--- src/rtl/cla_pipe_addsub.sv ---
// Pipelined carry-lookahead adder/subtractor: one SLICE-bit lookahead slice per stage,
// with carry-in/out, signed overflow, zero flag and a valid/ready output handshake.
module cla_pipe_addsub #(
  parameter int WIDTH = 32,
  parameter int SLICE = 8
) (
  input  logic             clock,
  input  logic             reset,
  input  logic             in_valid,
  output logic             in_ready,
  input  logic [WIDTH-1:0] A,
  input  logic [WIDTH-1:0] B,
  input  logic             sub,
  input  logic             cin,
  output logic             out_valid,
  input  logic             out_ready,
  output logic [WIDTH-1:0] S,
  output logic             cout,
  output logic             ovf,
  output logic             zero
);

  localparam int NSTAGE = WIDTH / SLICE;

  if (SLICE < 1 || (WIDTH % SLICE) != 0) begin : g_bad_param
    $error("cla_pipe_addsub: WIDTH must be a non-zero multiple of SLICE");
  end

  // Returns {carry into slice MSB, carry out, sum}; every carry is a flat lookahead term.
  function automatic logic [SLICE+1:0] cla_slice(input logic [SLICE-1:0] a,
                                                 input logic [SLICE-1:0] b,
                                                 input logic             ci);
    logic [SLICE-1:0] g;
    logic [SLICE-1:0] p;
    logic [SLICE:0]   c;
    logic             acc;
    g    = a & b;
    p    = a ^ b;
    c    = '0;
    c[0] = ci;
    for (int i = 0; i < SLICE; i++) begin
      for (int j = 0; j <= i; j++) begin
        acc = g[j];
        for (int m = j + 1; m <= i; m++) acc = acc & p[m];
        c[i+1] = c[i+1] | acc;
      end
      acc = ci;
      for (int m = 0; m <= i; m++) acc = acc & p[m];
      c[i+1] = c[i+1] | acc;
    end
    return {c[SLICE-1], c[SLICE], p ^ c[SLICE-1:0]};
  endfunction

  logic [NSTAGE:1]  v_q, v_d;
  logic [NSTAGE:1]  c_q, c_d;
  logic [NSTAGE:1]  en;
  logic [WIDTH-1:0] res_q [1:NSTAGE];
  logic [WIDTH-1:0] res_d [1:NSTAGE];
  logic [WIDTH-1:0] a_q   [1:NSTAGE];
  logic [WIDTH-1:0] a_d   [1:NSTAGE];
  logic [WIDTH-1:0] b_q   [1:NSTAGE];
  logic [WIDTH-1:0] b_d   [1:NSTAGE];
  logic [SLICE+1:0] r     [0:NSTAGE-1];
  logic             ovf_q, ovf_d;
  logic             zero_q, zero_d;
  logic             adv;
  logic [WIDTH-1:0] beff;

  // Handshake: a beat moves on an edge where valid && ready. The whole pipe advances
  // together when the output slot is empty or being consumed, otherwise it freezes.
  always_comb begin
    adv  = !v_q[NSTAGE] || out_ready;
    beff = sub ? ~B : B;

    r[0] = cla_slice(A[SLICE-1:0], beff[SLICE-1:0], cin ^ sub);
    for (int k = 1; k < NSTAGE; k++) begin
      r[k] = cla_slice(a_q[k][k*SLICE +: SLICE], b_q[k][k*SLICE +: SLICE], c_q[k]);
    end

    v_d[1]                  = in_valid;
    en[1]                   = adv && in_valid;
    res_d[1]                = '0;
    res_d[1][SLICE-1:0]     = r[0][SLICE-1:0];
    c_d[1]                  = r[0][SLICE];
    a_d[1]                  = A;
    a_d[1][SLICE-1:0]       = '0;
    b_d[1]                  = beff;
    b_d[1][SLICE-1:0]       = '0;

    // Slice k of each operand is cleared once consumed; only the upper slices travel on.
    for (int k = 1; k < NSTAGE; k++) begin
      v_d[k+1]                       = v_q[k];
      en[k+1]                        = adv && v_q[k];
      res_d[k+1]                     = res_q[k];
      res_d[k+1][k*SLICE +: SLICE]   = r[k][SLICE-1:0];
      c_d[k+1]                       = r[k][SLICE];
      a_d[k+1]                       = a_q[k];
      a_d[k+1][k*SLICE +: SLICE]     = '0;
      b_d[k+1]                       = b_q[k];
      b_d[k+1][k*SLICE +: SLICE]     = '0;
    end

    ovf_d  = r[NSTAGE-1][SLICE+1] ^ r[NSTAGE-1][SLICE];
    zero_d = (res_d[NSTAGE] == '0);
  end

  always_ff @(posedge clock) begin
    if (reset) begin
      v_q    <= '0;
      c_q    <= '0;
      ovf_q  <= 1'b0;
      zero_q <= 1'b0;
      for (int k = 1; k <= NSTAGE; k++) begin
        res_q[k] <= '0;
        a_q[k]   <= '0;
        b_q[k]   <= '0;
      end
    end else begin
      if (adv) v_q <= v_d;
      for (int k = 1; k <= NSTAGE; k++) begin
        if (en[k]) begin
          res_q[k] <= res_d[k];
          a_q[k]   <= a_d[k];
          b_q[k]   <= b_d[k];
          c_q[k]   <= c_d[k];
        end
      end
      if (en[NSTAGE]) begin
        ovf_q  <= ovf_d;
        zero_q <= zero_d;
      end
    end
  end

  assign in_ready  = adv;
  assign out_valid = v_q[NSTAGE];
  assign S         = res_q[NSTAGE];
  assign cout      = c_q[NSTAGE];
  assign ovf       = ovf_q;
  assign zero      = zero_q;

endmodule
--- config.mk ---
export PLATFORM = sky130hd
export DESIGN_NAME = cla_pipe_addsub
export DESIGN_NICKNAME = d
export VERILOG_FILES = /design/src/rtl/cla_pipe_addsub.sv
export SDC_FILE = /design/constraint.sdc
export NUM_CORES = 1
export LEC_CHECK = 0
export BUFFER_PORTS_ARGS = -buffer_cell sky130_fd_sc_hd__clkbuf_2
export CORE_UTILIZATION = 30
export CTS_CLUSTER_DIAMETER = 50
export DETAILED_ROUTE_END_ITERATION = 8
export PLACE_DENSITY = 0.44
export SETUP_SLACK_MARGIN = 0.1
export SYNTH_ARGS = -nofsm -noshare
export SYNTH_HDL_FRONTEND = slang
export SYNTH_SLANG_ARGS = --single-unit
--- constraint.sdc ---
create_clock -name clock -period 3.3 [get_ports clock]
set_input_delay 0.66 -clock clock [delete_from_list [all_inputs] [get_ports clock]]
set_output_delay 0.66 -clock clock [all_outputs]
set_load 0.05 [all_outputs]
After elaboration in Yosys (flattened, before gate mapping)
Memories as Yosys holds them, arrays and structs flattened.
Index checks and enable logic that the tools add are counted.
W data, S select, Z words.

cells by class
  mux-type cells = 27
  bitwise gates (word level) = 315
  reduce and logical (&&, ||, !) cells = 7

operators with widths
  kind                 count
  $mux W32             13
  $or A1 B1 Y1         156
  $and A1 B1 Y1        144
  $xor A8 B8 Y8        8
  $and A8 B8 Y8        4
  $logic_not A32 Y1    1
  $not A32 Y32         1
  $mux W1              14
  $logic_and A1 B1 Y1  4
  $xor A1 B1 Y1        2
  $logic_not A1 Y1     1
  $logic_or A1 B1 Y1   1

word-level totals
  register bits after elaboration = 10
  memory bits (writable) = 384
  input port bits = 70
  memories = 3

memory list
  memory  depth  width  read ports  clocked after memory_dff  write ports  RTL line  RTL
  a_q     4      32     3           0                         4            59        logic [WIDTH-1:0] a_q [1:NSTAGE];
  b_q     4      32     3           0                         4            61        logic [WIDTH-1:0] b_q [1:NSTAGE];
  res_q   4      32     4           0                         4            57        logic [WIDTH-1:0] res_q [1:NSTAGE];

Longest topological paths before layout
  depth after elaboration = 18
  mapped depth = 9

Least setup slack after synthesis
Ideal clock, no wire load.

  path kind = input to register
  from = in sub
  to = reg res_q[0][39] (netlist name)
  setup time = 0.136 ns
  arrival time = 2.737 ns
  required time = 3.164 ns
  setup slack = 0.428 ns
  stages on the path = 9
  path buffers = 2
  path through = clkbuf_1 buf_2 xor2_1 ha_1 o21a_1 o21a_1 o2111a_1 or4b_1 nand3b_1

RTL lines
  item                RTL line  RTL
  start: declaration  13        input logic sub,

==> impl_metrics.yaml <==
outcome:
  status: "finished with violations"
  failed_checks: "DRC"
global_route:
  antenna_found_initial: 0
  grt_pass1_wl_um: 25170
  overflow: 0
  grt_max_degree: 42
  track_usage_pct: 11.32
  grt_pass1_vias: 4836
critical_path:
  regToRegSetupSlack_ns: 0.79
  critPathKind: "reg -> reg"
  worstReg2RegEnd: "res_q[0][78]"
  worst_setup_path_startpoint: "b_q[0][40]"
  cp.arrival_ns: 2.69
  worstPathRequired_ns: 3.48
  r2r-start: "b_q[0][40]"
  ff2ff_path_depth: 7
  critPathLaunchType: "flip-flop"
  cp-end-kind: "flip-flop"
  crit_fanout: 5
cts:
  postCtsSetupRepairBufs: 0
  clkTransAtPathRegs_ns: 0.07
  cts_tree: "yes"
  hold_buffers: 0
  cts_buffer_depth: 2
  post_cts_resized: 0
  cts_sinks: 186
  root_buffer: "clkbuf_16"
  clk_latency_ns: 0.43
  cts_buffers: 17
  htreeDepth: 4
drt:
  wire_per_inst_um: 13.62
  totalWireLength_um: 15460
  vias: 4775
  drt_iter0_markers: 301
  drc: 1
  via_per_inst: 4.207
  ant_nets: 0
  detail_route.first_pass.iterations: 7
hold_path:
  hold_path_class: "reg -> reg"
  hold_end: "zero"
  hold-path-cell-count: 2
  hp-start: "zero"
floorplan:
  initial_core_util_pct: 30.48
  io_pins: 107
  die_y_um: 169.8
  rows: 61
  fp.dieW_um: 169.8
  coreArea_sq_mm: 0.02771
  die_area_sq_mm: 0.02883
final_layout:
  ff_latch_area_sq_mm: 0.005485
  drive_gt1_share_pct: 19.68
  fill_cells: 2706
  num_antenna_cells: 0
  nNetsFinal: 856
  area_growth_pct: 18.30
  multi_input_area_sq_mm: 0.002775
placement:
  dp_hpwl_um: 11730
  routabilityCongestion: 0.7513
  port_buffers: 106
synthesis:
  ys_ff_latch: 186
  synth_top_area_share_pct: 62.58
  synth_top_area_cell: "edfxtp_1"
  synthesis.area_sq_mm: 0.008446
  syn_nets: 745
  synthArstFlopShare_pct: 0
  ys_types: 45
  synthCells: 635
  ys.flop_type: "edfxtp_1"
  synth-seq-area-share_pct: 64.95
  yosys-top-cells-area: "edfxtp_1 63%, and2_1 7.3%, ha_1 5.3%"
  postSynthAreaPerCell_sq_um: 13.30
  yosys_warnings: 0
  synth_edf_count: 176
sta:
  fin_crit_sh_pct: 75.99
  finalClockSkew_ns: 0.009493
  setup_violations: 0
  final_hold_viol_count: 0
  slew_headroom_pct: 54.80
  holdWs_ns: 0.4721
  rsz0062_at_grt: "false"
  drv_slew: 0
  tns_ns: 0
  max_freq_mhz: 398.8
  period_minus_slack_ns: 2.508
  tightest_slew_ns: 0.6780
pwr:
  p_total_mw: 5.272
  leakage_nw: 4.061
  p_per_area_mw_per_mm2: 527.7
  ir_drop_uv: 285.2
run:
  cap_violations: 0
-- layer usage --
metal  up-vias  wire length (um)  GRT usage, %
li1       2512                 -             -
met4         0               106         4.230
met2       108              6420         16.23
met1      2143              8105         16.09
met5         -                 0             0
met3        12               829         3.195
-- cell type report --
type                       count  area share (%)
clock buffer                  18           4.296
clock inverter                12           1.252
inverter                      22          0.8265
multi-input combinational    401           27.78
sequential                   186           54.90
tap                          378           4.734
timing repair buffer         118           6.212
-- cell families after synthesis --
logic type,after synthesis,share of synthesized area (%)
mux,1,0.1185
buf+inv,48,2.193
flops,186,64.95
compound gates,61,5.067
xor+xnor,41,4.252
fa+ha+maj,40,6.281
simple gates,258,17.14
-- worst max path at each step --
| stage | to | slack (ns) | depth (start not counted) |
|---|---|---|---|
| floorplan | res_q[0][39] | 0.43 | 9 |
| global placement | res_q[0][39] | 0.45 | 9 |
| detailed placement | res_q[0][39] | 0.40 | 9 |
| CTS | res_q[0][78] | 0.78 | 7 |
| global route | res_q[0][78] | 0.68 | 7 |
| finish | res_q[0][78] | 0.79 | 7 |
-- cells in the final DEF (no fill, tap or decap), drive strengths merged, types with 5 or more instances in the layout --
master and n:
nand3 12, nand2 18, o21a 10, edfxtp 176
nor3 17, nor4 5, nor3b 10, o21ai 10
o31ai 7, and3 30, inv 25, a21oi 16
and2 99, xnor2 27, buf 12, ha 36
nor2 46, clkbuf 124, xor2 14, dfxtp 10
-- sequential cells by signal (all words and copies together), names as in the netlist --
signal,flops
a_q,48
b_q,48
zero,1
res_q,80
v_q,4
ovf,1
c_q,4
-- through the flow --
step | setup WS (ns) | util, % | instance area, sq um | std cells
final | 0.7923 | 36.06 | 9991 | 1135
after detailed placement | 0.4049 | 34.06 | 9437 | 1105
after global routing | 0.6798 | 36.06 | 9991 | 1135
after floorplan | 0.4276 | - | 8446 | 635
after CTS | 0.7808 | 36.06 | 9991 | 1135
after global placement | 0.4531 | 34.06 | 9437 | 1105
-- synth_stat cells (12+ instances only) --
master,n
nand2_1,18
nor2_1,46
nand3_1,12
xnor2_1,27
ha_1,36
clkbuf_1,21
inv_1,22
nor3_1,17
xor2_1,14
and2_1,99
edfxtp_1,176
and3_1,30
a21oi_1,16
-- power by group --
part / leakage [nW] / internal (mW) / total (mW) / switching [mW]
Combinational: 1.84 / 0.200 / 0.531 / 0.331
Sequential: 1.96 / 2.74 / 2.79 / 0.0477
Clock: 0.262 / 1.10 / 1.95 / 0.849
-- worst max-delay path, stage by stage, from the launching register on --
cell and delay [ns]:
edfxtp_1 0.40, ha_1 0.31, ha_1 0.18, o21a_1 0.20, o21a_1 0.21, o2111a_1 0.29, or4_1 0.48, and3_1 0.19
Power figures use the tool's default switching activity.
